===== config.mk =====
export PLATFORM = sky130hd
export DESIGN_NAME = secuenciador_cuenta
export DESIGN_NICKNAME = d
export VERILOG_FILES = /design/src/rtl/secuenciador_defs.sv /design/src/rtl/fifo_val.sv /design/src/rtl/secuenciador_cuenta.sv
export SDC_FILE = /design/constraint.sdc
export NUM_CORES = 1
export LEC_CHECK = 0
export CAP_MARGIN = 40
export CORE_MARGIN = 4
export CORE_UTILIZATION = 52
export DETAILED_ROUTE_END_ITERATION = 10
export GPL_ROUTABILITY_DRIVEN = 0
export PLACE_DENSITY = 0.79
export SLEW_MARGIN = 20
export SYNTH_ARGS = -nofsm -noshare
export SYNTH_HDL_FRONTEND = slang
export SYNTH_HIERARCHICAL = 1
export SYNTH_SLANG_ARGS = --single-unit
export TNS_END_PERCENT = 20

===== constraint.sdc =====
create_clock -name clk -period 3.4 [get_ports clk]
set_clock_uncertainty 0.15 [all_clocks]
set_input_delay 0.68 -clock clk [delete_from_list [all_inputs] [get_ports clk]]
set_output_delay 0.68 -clock clk [all_outputs]
set_load 0.02 [all_outputs]

===== src/rtl/secuenciador_defs.sv =====
// secuenciador_defs
// Shared definitions for the ones-counter feeder (secuenciador_cuenta) and its
// word FIFO (fifo_val):
//   - sequencer state encoding
//   - widths of the counted word and of the count result
//   - watchdog width and limit, used only when SECUENCIADOR_TIMEOUT_EN is defined
package secuenciador_defs;

  localparam int VAL_W    = 3;   // width of a word presented to the counter
  localparam int CNT_W    = 4;   // width of the counter's Cuenta result
  localparam int WD_W     = 6;   // watchdog counter width
  localparam int WD_LIMIT = 63;  // watchdog value at which a job is abandoned

  typedef enum logic [2:0] {
    IDLE        = 3'd0,
    LANZA       = 3'd1,
    ESPERA_BAJA = 3'd2,
    ESPERA_FIN  = 3'd3,
    CAPTURA     = 3'd4
  } estado_t;

endpackage


===== src/rtl/fifo_val.sv =====
// fifo_val
// DEPTH x 3-bit FIFO that buffers words waiting to be counted.
// The head word is read combinationally so the sequencer can latch it in the
// same cycle it decides to launch.
// Ports:
//   clk, reset         clock, asynchronous active-high reset
//   push, din          write din at the tail (ignored when full)
//   pop                drop the head word (ignored when empty)
//   head               word currently at the head
//   full, empty, occ   status flags and occupancy
module fifo_val
  import secuenciador_defs::*;
#(
  parameter int DEPTH = 4
) (
  input  logic                       clk,
  input  logic                       reset,
  input  logic                       push,
  input  logic [VAL_W-1:0]           din,
  input  logic                       pop,
  output logic [VAL_W-1:0]           head,
  output logic                       full,
  output logic                       empty,
  output logic [$clog2(DEPTH):0]     occ
);

  localparam int AW = $clog2(DEPTH);
  localparam int CW = AW + 1;

  logic [VAL_W-1:0] mem_q [DEPTH];
  logic [AW-1:0]    wr_ptr_q, wr_ptr_d;
  logic [AW-1:0]    rd_ptr_q, rd_ptr_d;
  logic [CW-1:0]    count_q, count_d;
  logic             push_ok, pop_ok;

  assign full    = (count_q == CW'(DEPTH));
  assign empty   = (count_q == '0);
  assign occ     = count_q;
  assign head    = mem_q[rd_ptr_q];
  assign push_ok = push & ~full;
  assign pop_ok  = pop & ~empty;

  // Pointers are log2(DEPTH) bits wide, so they wrap modulo DEPTH naturally.
  always_comb begin
    wr_ptr_d = wr_ptr_q + AW'(push_ok);
    rd_ptr_d = rd_ptr_q + AW'(pop_ok);
    count_d  = count_q + CW'(push_ok) - CW'(pop_ok);
  end

  // Storage carries no reset; only the pointers define what is valid.
  always_ff @(posedge clk) begin
    if (push_ok) begin
      mem_q[wr_ptr_q] <= din;
    end
  end

  always_ff @(posedge clk or posedge reset) begin
    if (reset) begin
      wr_ptr_q <= '0;
      rd_ptr_q <= '0;
      count_q  <= '0;
    end else begin
      wr_ptr_q <= wr_ptr_d;
      rd_ptr_q <= rd_ptr_d;
      count_q  <= count_d;
    end
  end

endmodule


===== src/rtl/secuenciador_cuenta.sv =====
// secuenciador_cuenta
// Feeder for the 3-bit ones-counter. Buffers incoming words, launches one
// count per word, waits for the counter's fin, and accumulates its results.
// Optional macro SECUENCIADOR_TIMEOUT_EN adds a watchdog and a sticky error
// output. A job that waits too long for fin is dropped.
// Ports:
//   clk, reset                 clock, asynchronous active-high reset
//   dato_in/valid/ready        producer side (ready = FIFO not full)
//   Valor, start               word and one-cycle launch pulse to the counter
//   Cuenta, fin                result and done level from the counter
//   ultima, total, hecho       last result, saturating sum, capture pulse
//   vacio                      nothing queued and sequencer idle
//   error (optional)           watchdog expired at least once since reset
module secuenciador_cuenta
  import secuenciador_defs::*;
#(
  parameter int DEPTH = 4,
  parameter int WT    = 8
) (
  input  logic              clk,
  input  logic              reset,
  input  logic [VAL_W-1:0]  dato_in,
  input  logic              dato_valid,
  output logic              dato_ready,
  output logic [VAL_W-1:0]  Valor,
  output logic              start,
  input  logic [CNT_W-1:0]  Cuenta,
  input  logic              fin,
  output logic [CNT_W-1:0]  ultima,
  output logic [WT-1:0]     total,
  output logic              hecho,
  output logic              vacio
`ifdef SECUENCIADOR_TIMEOUT_EN
  ,
  output logic              error
`endif
);

  estado_t                estado_q, estado_d;
  logic [VAL_W-1:0]       valor_q, valor_d;
  logic [CNT_W-1:0]       ultima_q, ultima_d;
  logic [WT-1:0]          total_q, total_d;
  logic [WT:0]            suma;

  logic                   fifo_push, fifo_pop;
  logic [VAL_W-1:0]       fifo_head;
  logic                   fifo_full, fifo_empty;
  logic [$clog2(DEPTH):0] fifo_occ;

`ifdef SECUENCIADOR_TIMEOUT_EN
  logic [WD_W-1:0]        wd_q, wd_d;
  logic                   error_q, error_d;
  assign error = error_q;
`endif

  fifo_val #(.DEPTH(DEPTH)) u_fifo (
    .clk   (clk),
    .reset (reset),
    .push  (fifo_push),
    .din   (dato_in),
    .pop   (fifo_pop),
    .head  (fifo_head),
    .full  (fifo_full),
    .empty (fifo_empty),
    .occ   (fifo_occ)
  );

  assign dato_ready = ~fifo_full;
  assign fifo_push  = dato_valid & dato_ready;
  assign Valor      = valor_q;
  assign ultima     = ultima_q;
  assign total      = total_q;
  assign vacio      = (fifo_occ == '0) && (estado_q == IDLE);

  // One extra bit catches the carry so the total can clamp instead of wrapping.
  assign suma = {1'b0, total_q} + {{(WT + 1 - CNT_W){1'b0}}, Cuenta};

  always_comb begin
    estado_d = estado_q;
    valor_d  = valor_q;
    ultima_d = ultima_q;
    total_d  = total_q;
    fifo_pop = 1'b0;
    start    = 1'b0;
    hecho    = 1'b0;
`ifdef SECUENCIADOR_TIMEOUT_EN
    wd_d     = wd_q;
    error_d  = error_q;
`endif

    case (estado_q)
      IDLE: begin
        if (!fifo_empty) begin
          valor_d  = fifo_head;
          estado_d = LANZA;
        end
      end
      LANZA: begin
        start    = 1'b1;
        estado_d = ESPERA_BAJA;
`ifdef SECUENCIADOR_TIMEOUT_EN
        wd_d     = '0;
`endif
      end
      // fin may still be high from the previous job; see it drop first.
      ESPERA_BAJA: begin
        if (!fin) estado_d = ESPERA_FIN;
      end
      ESPERA_FIN: begin
        if (fin) estado_d = CAPTURA;
      end
      CAPTURA: begin
        ultima_d = Cuenta;
        total_d  = suma[WT] ? {WT{1'b1}} : suma[WT-1:0];
        hecho    = 1'b1;
        fifo_pop = 1'b1;
        estado_d = IDLE;
      end
      default: estado_d = IDLE;
    endcase

`ifdef SECUENCIADOR_TIMEOUT_EN
    // Watchdog overrides the wait states: the word is discarded with no capture.
    if (estado_q == ESPERA_BAJA || estado_q == ESPERA_FIN) begin
      if (wd_q == WD_W'(WD_LIMIT)) begin
        error_d  = 1'b1;
        fifo_pop = 1'b1;
        estado_d = IDLE;
      end else begin
        wd_d = wd_q + WD_W'(1);
      end
    end
`endif
  end

  always_ff @(posedge clk or posedge reset) begin
    if (reset) begin
      estado_q <= IDLE;
      valor_q  <= '0;
      ultima_q <= '0;
      total_q  <= '0;
`ifdef SECUENCIADOR_TIMEOUT_EN
      wd_q     <= '0;
      error_q  <= 1'b0;
`endif
    end else begin
      estado_q <= estado_d;
      valor_q  <= valor_d;
      ultima_q <= ultima_d;
      total_q  <= total_d;
`ifdef SECUENCIADOR_TIMEOUT_EN
      wd_q     <= wd_d;
      error_q  <= error_d;
`endif
    end
  end

endmodule


==> results_dict.tcl, run 1 <==
set metrics [dict create \
    cts_max_path_buffers 2 \
    p_leak_nw 0.867 \
    rsz0062_at_grt "false" \
    power_mw 1.92 \
    routed-wl-met3_um 200 \
    cpMaxStageDelayCell "clkdlybuf4s50_1" \
    grt_pass1_vias 1180 \
    dpl_cell_area_sq_mm 0.00209 \
    drtIter0Drc 35 \
    crit_fanout 8 \
    syn_area_sq_mm 0.00176 \
    antennaDiodeCount 0 \
    root_buffer "clkbuf_4" \
    initial_core_util_pct 55.8 \
    io_buffers 29 \
    critPathKind "reg -> out" \
    status "finished clean" \
    synth_edf_count 12 \
    drv_slew 0 \
    reg2reg_depth 8 \
    die_h_um 66.1 \
    grt_pass1_wl_um 5450 \
    dieArea_sq_mm 0.00438 \
    syn2layout_area_growth_pct 24.0 \
    post-route-min-period_ps 2910 \
    reg2reg_to "u_fifo/occ[2]" \
    avgViaCountPerCell 5.58 \
    cp-end-kind "output pin" \
    fill_cells 224 \
    yosys-top-cells-area "dfrtp_1, edfxtp_1, mux2_1" \
    crit_required_ps 2570 \
    final_net_count 179 \
    track_usage_pct 17.0 \
    grt_max_degree 19 \
    h-tree-depth 2 \
    tns_ps 0 \
    peakVddDrop_uv 426 \
    clkTransAtPathRegs_ps 120 \
    wl_per_cell_um 15.7 \
    post_cts_buffers 0 \
    hold_viol 0 \
    setup_viol 0 \
    antenna_found_initial 0 \
    firstDrtPassIters 4 \
    ios 30 \
    core_area_sq_mm 0.00315 \
    finalWirelength_um 3210 \
    vias 1144 \
    synth.distinct_cells 41 \
    numCtsBuffers 5 \
    synth_top_area_share_pct 35.6 \
    grt_overflow 0 \
    drcViolationCount 0 \
    drive_gt1_share_pct 10.6 \
    syn_area_per_cell_sq_um 13.8 \
    fin_cells 205 \
    synth_common_cells "dfrtp_1, edfxtp_1, mux2_1, ha_1, inv_1" \
    r2r_setup_slack_ps 720 \
    cp-startpoint "estado_q[1]" \
    startpoint_type "register" \
    die_w_um 66.1 \
    slowest_delay_ps 650 \
    syn-num-nets 146 \
    critical_path.endpoint "vacio" \
    crit_arrival_ps 2080 \
    netlist_instances 127 \
    final_core_util_pct 69.1 \
    yosysMostFrequentCell "dfrtp_1" \
    wl_met2_um 1610 \
    post-route-cell-area_sq_mm 0.00218 \
    std_cell_rows 20 \
    maxSlewHeadroom_pct 48.8 \
    antenna_left 0 \
    async_flop_share_pct 67.6 \
    timing.final.crit_share_pct 85.6 \
    wl_met1_um 1340 \
    synth.ff_latch_count 37 \
    r2r_start "u_fifo/occ[1]" \
    hpwl_um 2390 \
    clock-sinks 37 \
    yosysSeqAreaShare_pct 56.1 \
    tightest_slew_ps 758 \
    highest_layer "met4" \
    ctsHoldBuffers 0 \
    hp-class "reg -> reg" \
    cts_resized 0 \
    cts_tree "built" \
    place_inst 197 \
    worstPathCellList "or3_1 -> nor4_1 -> clkdlybuf4s50_1" \
    max_freq_mhz 344 \
    maxCapViolations 0 \
    ys_warn_count 6 \
    ys.flop_type "dfrtp_1" \
    insertion_delay_ps 340 \
    power.density_mw_per_mm2 882 \
    synth_top_cell_by_area "dfrtp_1" \
]
[state kept, by name (all words and copies together), names as in the netlist]
register / count
u_fifo/mem_q: 12
total: 8
ultima: 4
Valor: 3
estado_q: 3
u_fifo/occ: 3
u_fifo/rd_ptr_q: 2
u_fifo/wr_ptr_q: 2
[metal layers]
layer / vias up / global-route usage, %
met5: - / 0
met4: 0 / 6.09
met3: 8 / 6.46
met2: 32 / 28.5
met1: 566 / 19.6
li1: 538 / -
[worst min path at each step]
stage / startpoint / to / slack, ps / cells after the start
2_1_floorplan: estado_q[2] / estado_q[0] / 310 / 1
3_3_place_gp: ultima[3] / ultima[3] / 320 / 1
3_5_place_dp: ultima[0] / ultima[0] / 320 / 1
4_1_cts: ultima[0] / ultima[0] / 350 / 1
6_report: ultima[0] / ultima[0] / 340 / 1
5_1_grt: ultima[0] / ultima[0] / 360 / 1
[worst max-delay path: cells and delay by family, from the launching register on]
family	cells	cell delay [ps]
simple gates	2	620
flops	1	470
buf+inv	1	650
[cell usage in the layout (no fill, tap or decap), types with 2 or more instances in the layout]
master and n:
edfxtp_1 12, nor2b_1 3, nor4b_1 2, o21ai_1 2, xnor2_1 4, nor4bb_1 2
o21ai_0 2, nor4_1 3, and4b_1 2, inv_1 5, o22a_1 4, mux2_1 11
nor3_1 2, clkbuf_4 5, clkdlybuf4s50_1 29, fa_1 2, o21bai_1 2, mux4_2 3
nand4_1 2, nand2_1 4, nor2_1 4, ha_1 6, dfrtp_1 25, xor2_1 3
[layout make-up]
| cell class | count | area, sq um | share of cell area, % |
|---|---|---|---|
| Clock buffer | 6 | 51.3 | 2.35 |
| Clock inverter | 2 | 37.5 | 1.72 |
| Inverter | 5 | 18.8 | 0.861 |
| Multi-Input combinational cell | 81 | 733 | 33.6 |
| Sequential cell | 37 | 986 | 45.2 |
| Tap cell | 44 | 55.1 | 2.53 |
| Timing Repair Buffer | 30 | 298 | 13.7 |
[metrics by stage]
stage / hold slack [ps] / worst slack, ps
final: 345 / 489
after detailed placement: 324 / 464
after floorplan: 308 / 995
after CTS: 351 / 473
after global routing: 365 / 412
after global placement: 318 / 532
[power by group]
group | leakage (nW) | internal (mW) | switching [mW]
clock network | 0.0445 | 0.175 | 0.149
logic | 0.407 | 0.419 | 0.373
registers | 0.415 | 0.626 | 0.181
[kinds of logic (layout without fill, tap and decap cells)]
logic type,count (synthesis),count (layout),share of synthesized area [%]
DFF,37,37,56.1
adders and majority gates,8,8,6.55
and+or+nand+nor,33,33,12.7
xor gates and xnor gates,7,7,3.49
muxes,14,14,10.9
AOI/OAI and AO/OA,19,19,8.04
buffers and inverters,9,43,2.21
Note: power is estimated with default switching activity, not from simulation.
==> run 2, diff against run 1 <==
Settings changed: GPL_TIMING_DRIVEN from default to 0.
==> run 2 against run 1 <==
Power shrank 4.3%. Core utilization shrank 0.52 points. Combinational power up 6.7%. Clock power shrank 27%. Worst setup slack got worse by 14 ps.
==> results_dict.tcl, run 2 (synthesis gave the netlist of run 1 again) <==
set metrics [dict create \
    clockPowerShare_pct 12.8 \
    place_inst 200 \
    final_cell_mix "clkdlybuf4s50_1, dfrtp_1, edfxtp_1" \
    vias 1149 \
    largest_reg_flops 12 \
    switchingPower_mw 0.701 \
    p_int_mw 1.14 \
    core_area_sq_mm 0.00315 \
    firstDrtPassIters 4 \
    insertion_delay_ps 350 \
    die_h_um 66.1 \
    post-route-min-period_ps 2920 \
    cp-end-kind "output pin" \
    crit_fanout 8 \
    setup_viol 0 \
    track_usage_pct 16.3 \
    r2r_setup_slack_ps 750 \
    p_leak_nw 0.870 \
    hold_viol 0 \
    drive_gt1_share_pct 12.2 \
    post-place-ws_ps 435 \
    status "finished clean" \
    timing.final.crit_share_pct 86.0 \
    comb_power_share_pct 45.9 \
    io_buffers 29 \
    grt_use_met1_pct 17.5 \
    cts_max_path_buffers 2 \
    wl_per_cell_um 14.7 \
    r2r_start "u_fifo/occ[0]" \
    hold_ws_ps 345 \
    grt.met2_usage_pct 28.5 \
    std_cell_rows 20 \
    cts_tree "built" \
    fin_cells 208 \
    power_mw 1.84 \
    root_buffer "clkbuf_4" \
    numCtsBuffers 5 \
    clkTransAtPathRegs_ps 120 \
    grt_pass1_vias 1137 \
    maxCapViolations 0 \
    grt_max_degree 19 \
    avgViaCountPerCell 5.52 \
    switching_share_pct 38.1 \
    crit_required_ps 2570 \
    syn2layout_area_growth_pct 23.1 \
    fill_cells 247 \
    power.density_mw_per_mm2 851 \
    whs_endpoint "ultima[1]" \
    hpwl_um 2330 \
    reg2reg_to "u_fifo/occ[2]" \
    crit_arrival_ps 2090 \
    initial_core_util_pct 55.8 \
    finalWorstSetupSlack_ps 475 \
    drv_slew 0 \
    reg2reg_depth 9 \
    critPathKind "reg -> out" \
    cts_resized 0 \
    max_freq_mhz 342 \
    startpoint_type "register" \
    hp-class "reg -> reg" \
    antennaDiodeCount 0 \
    peakVddDrop_uv 478 \
    grt_overflow 0 \
    whs_path_depth 1 \
    die_w_um 66.1 \
    maxSlewHeadroom_pct 48.4 \
    dieArea_sq_mm 0.00438 \
    seq_power_share_pct 41.3 \
    grt_use_met3_pct 6.12 \
    final_net_count 182 \
    tightest_slew_ps 763 \
    antenna_found_initial 0 \
    antenna_left 0 \
    grt_pass1_wl_um 5200 \
    clock-sinks 37 \
    drcViolationCount 0 \
    hold_path_startpoint "ultima[1]" \
    ctsHoldBuffers 0 \
    h-tree-depth 2 \
    regMostFlops "u_fifo/mem_q" \
    grt-busiest-layer "met2" \
    drtIter0Drc 55 \
    post_cts_buffers 0 \
    layout_commonest_cell "clkdlybuf4s50_1" \
    tns_ps 0 \
    rsz0062_at_grt "false" \
    finalWirelength_um 3070 \
    ios 30 \
]
==> run 2: cell count changes in the layout (fill, tap and decap cells not counted) <==
cell,previous run,this run
buf_2,0,4
clkinv_4,0,2
buf_4,1,0
bufinv_16,1,0
clkbuf_8,1,0
clkinv_2,0,1
clkinvlp_4,1,0
==> run 2: worst max-delay path by stage <==
stage / startpoint / end / slack [ps]
detailed placement: Cuenta[0] / total[6] / 440
CTS: estado_q[1] / vacio / 420
global placement: Cuenta[0] / total[6] / 480
global route: estado_q[1] / vacio / 320
finish: estado_q[1] / vacio / 480
floorplan: u_fifo/occ[1] / u_fifo/occ[2] / 990
==> run 2: power by group through the flow <==
stage / Combinational [mW] / Clock [mW] / Sequential, mW
6_report: 0.845 / 0.236 / 0.760
5_1_grt: 0.925 / 0.266 / 0.786
4_1_cts: 0.858 / 0.245 / 0.761
3_5_place_dp: 0.854 / 0 / 0.773
3_3_place_gp: 0.821 / 0 / 0.755
2_1_floorplan: 0.481 / 0 / 0.834
==> run 2: cell type report <==
cell class	count	area, sq um	area share, %
Sequential cell	37	986	45.6
Tap cell	44	55.1	2.54
Buffer	4	20.0	0.925
Inverter	5	18.8	0.868
Clock buffer	5	37.5	1.74
Timing Repair Buffer	29	290	13.4
Multi-Input combinational cell	81	733	33.9
Clock inverter	3	22.5	1.04
==> run 2: per-stage QoR <==
step / area (sq um) / util [%]
2_1_floorplan: 1760 / -
3_5_place_dp: 2100 / 66.7
3_3_place_gp: 2100 / 66.7
5_1_grt: 2160 / 68.6
4_1_cts: 2160 / 68.6
6_report: 2160 / 68.6
==> run 2: worst max-delay path: stages, from the launching register on <==
cell	delay (ps)
dfrtp_1	470
or3_1	430
nor4_1	200
clkdlybuf4s50_1	660
==> run 2: metal layers <==
layer  vias to the layer above  wire [um]
li1                        555          -
met1                       563       1260
met2                        27       1570
met3                         4        183
met4                         0         46
met5                         -          0
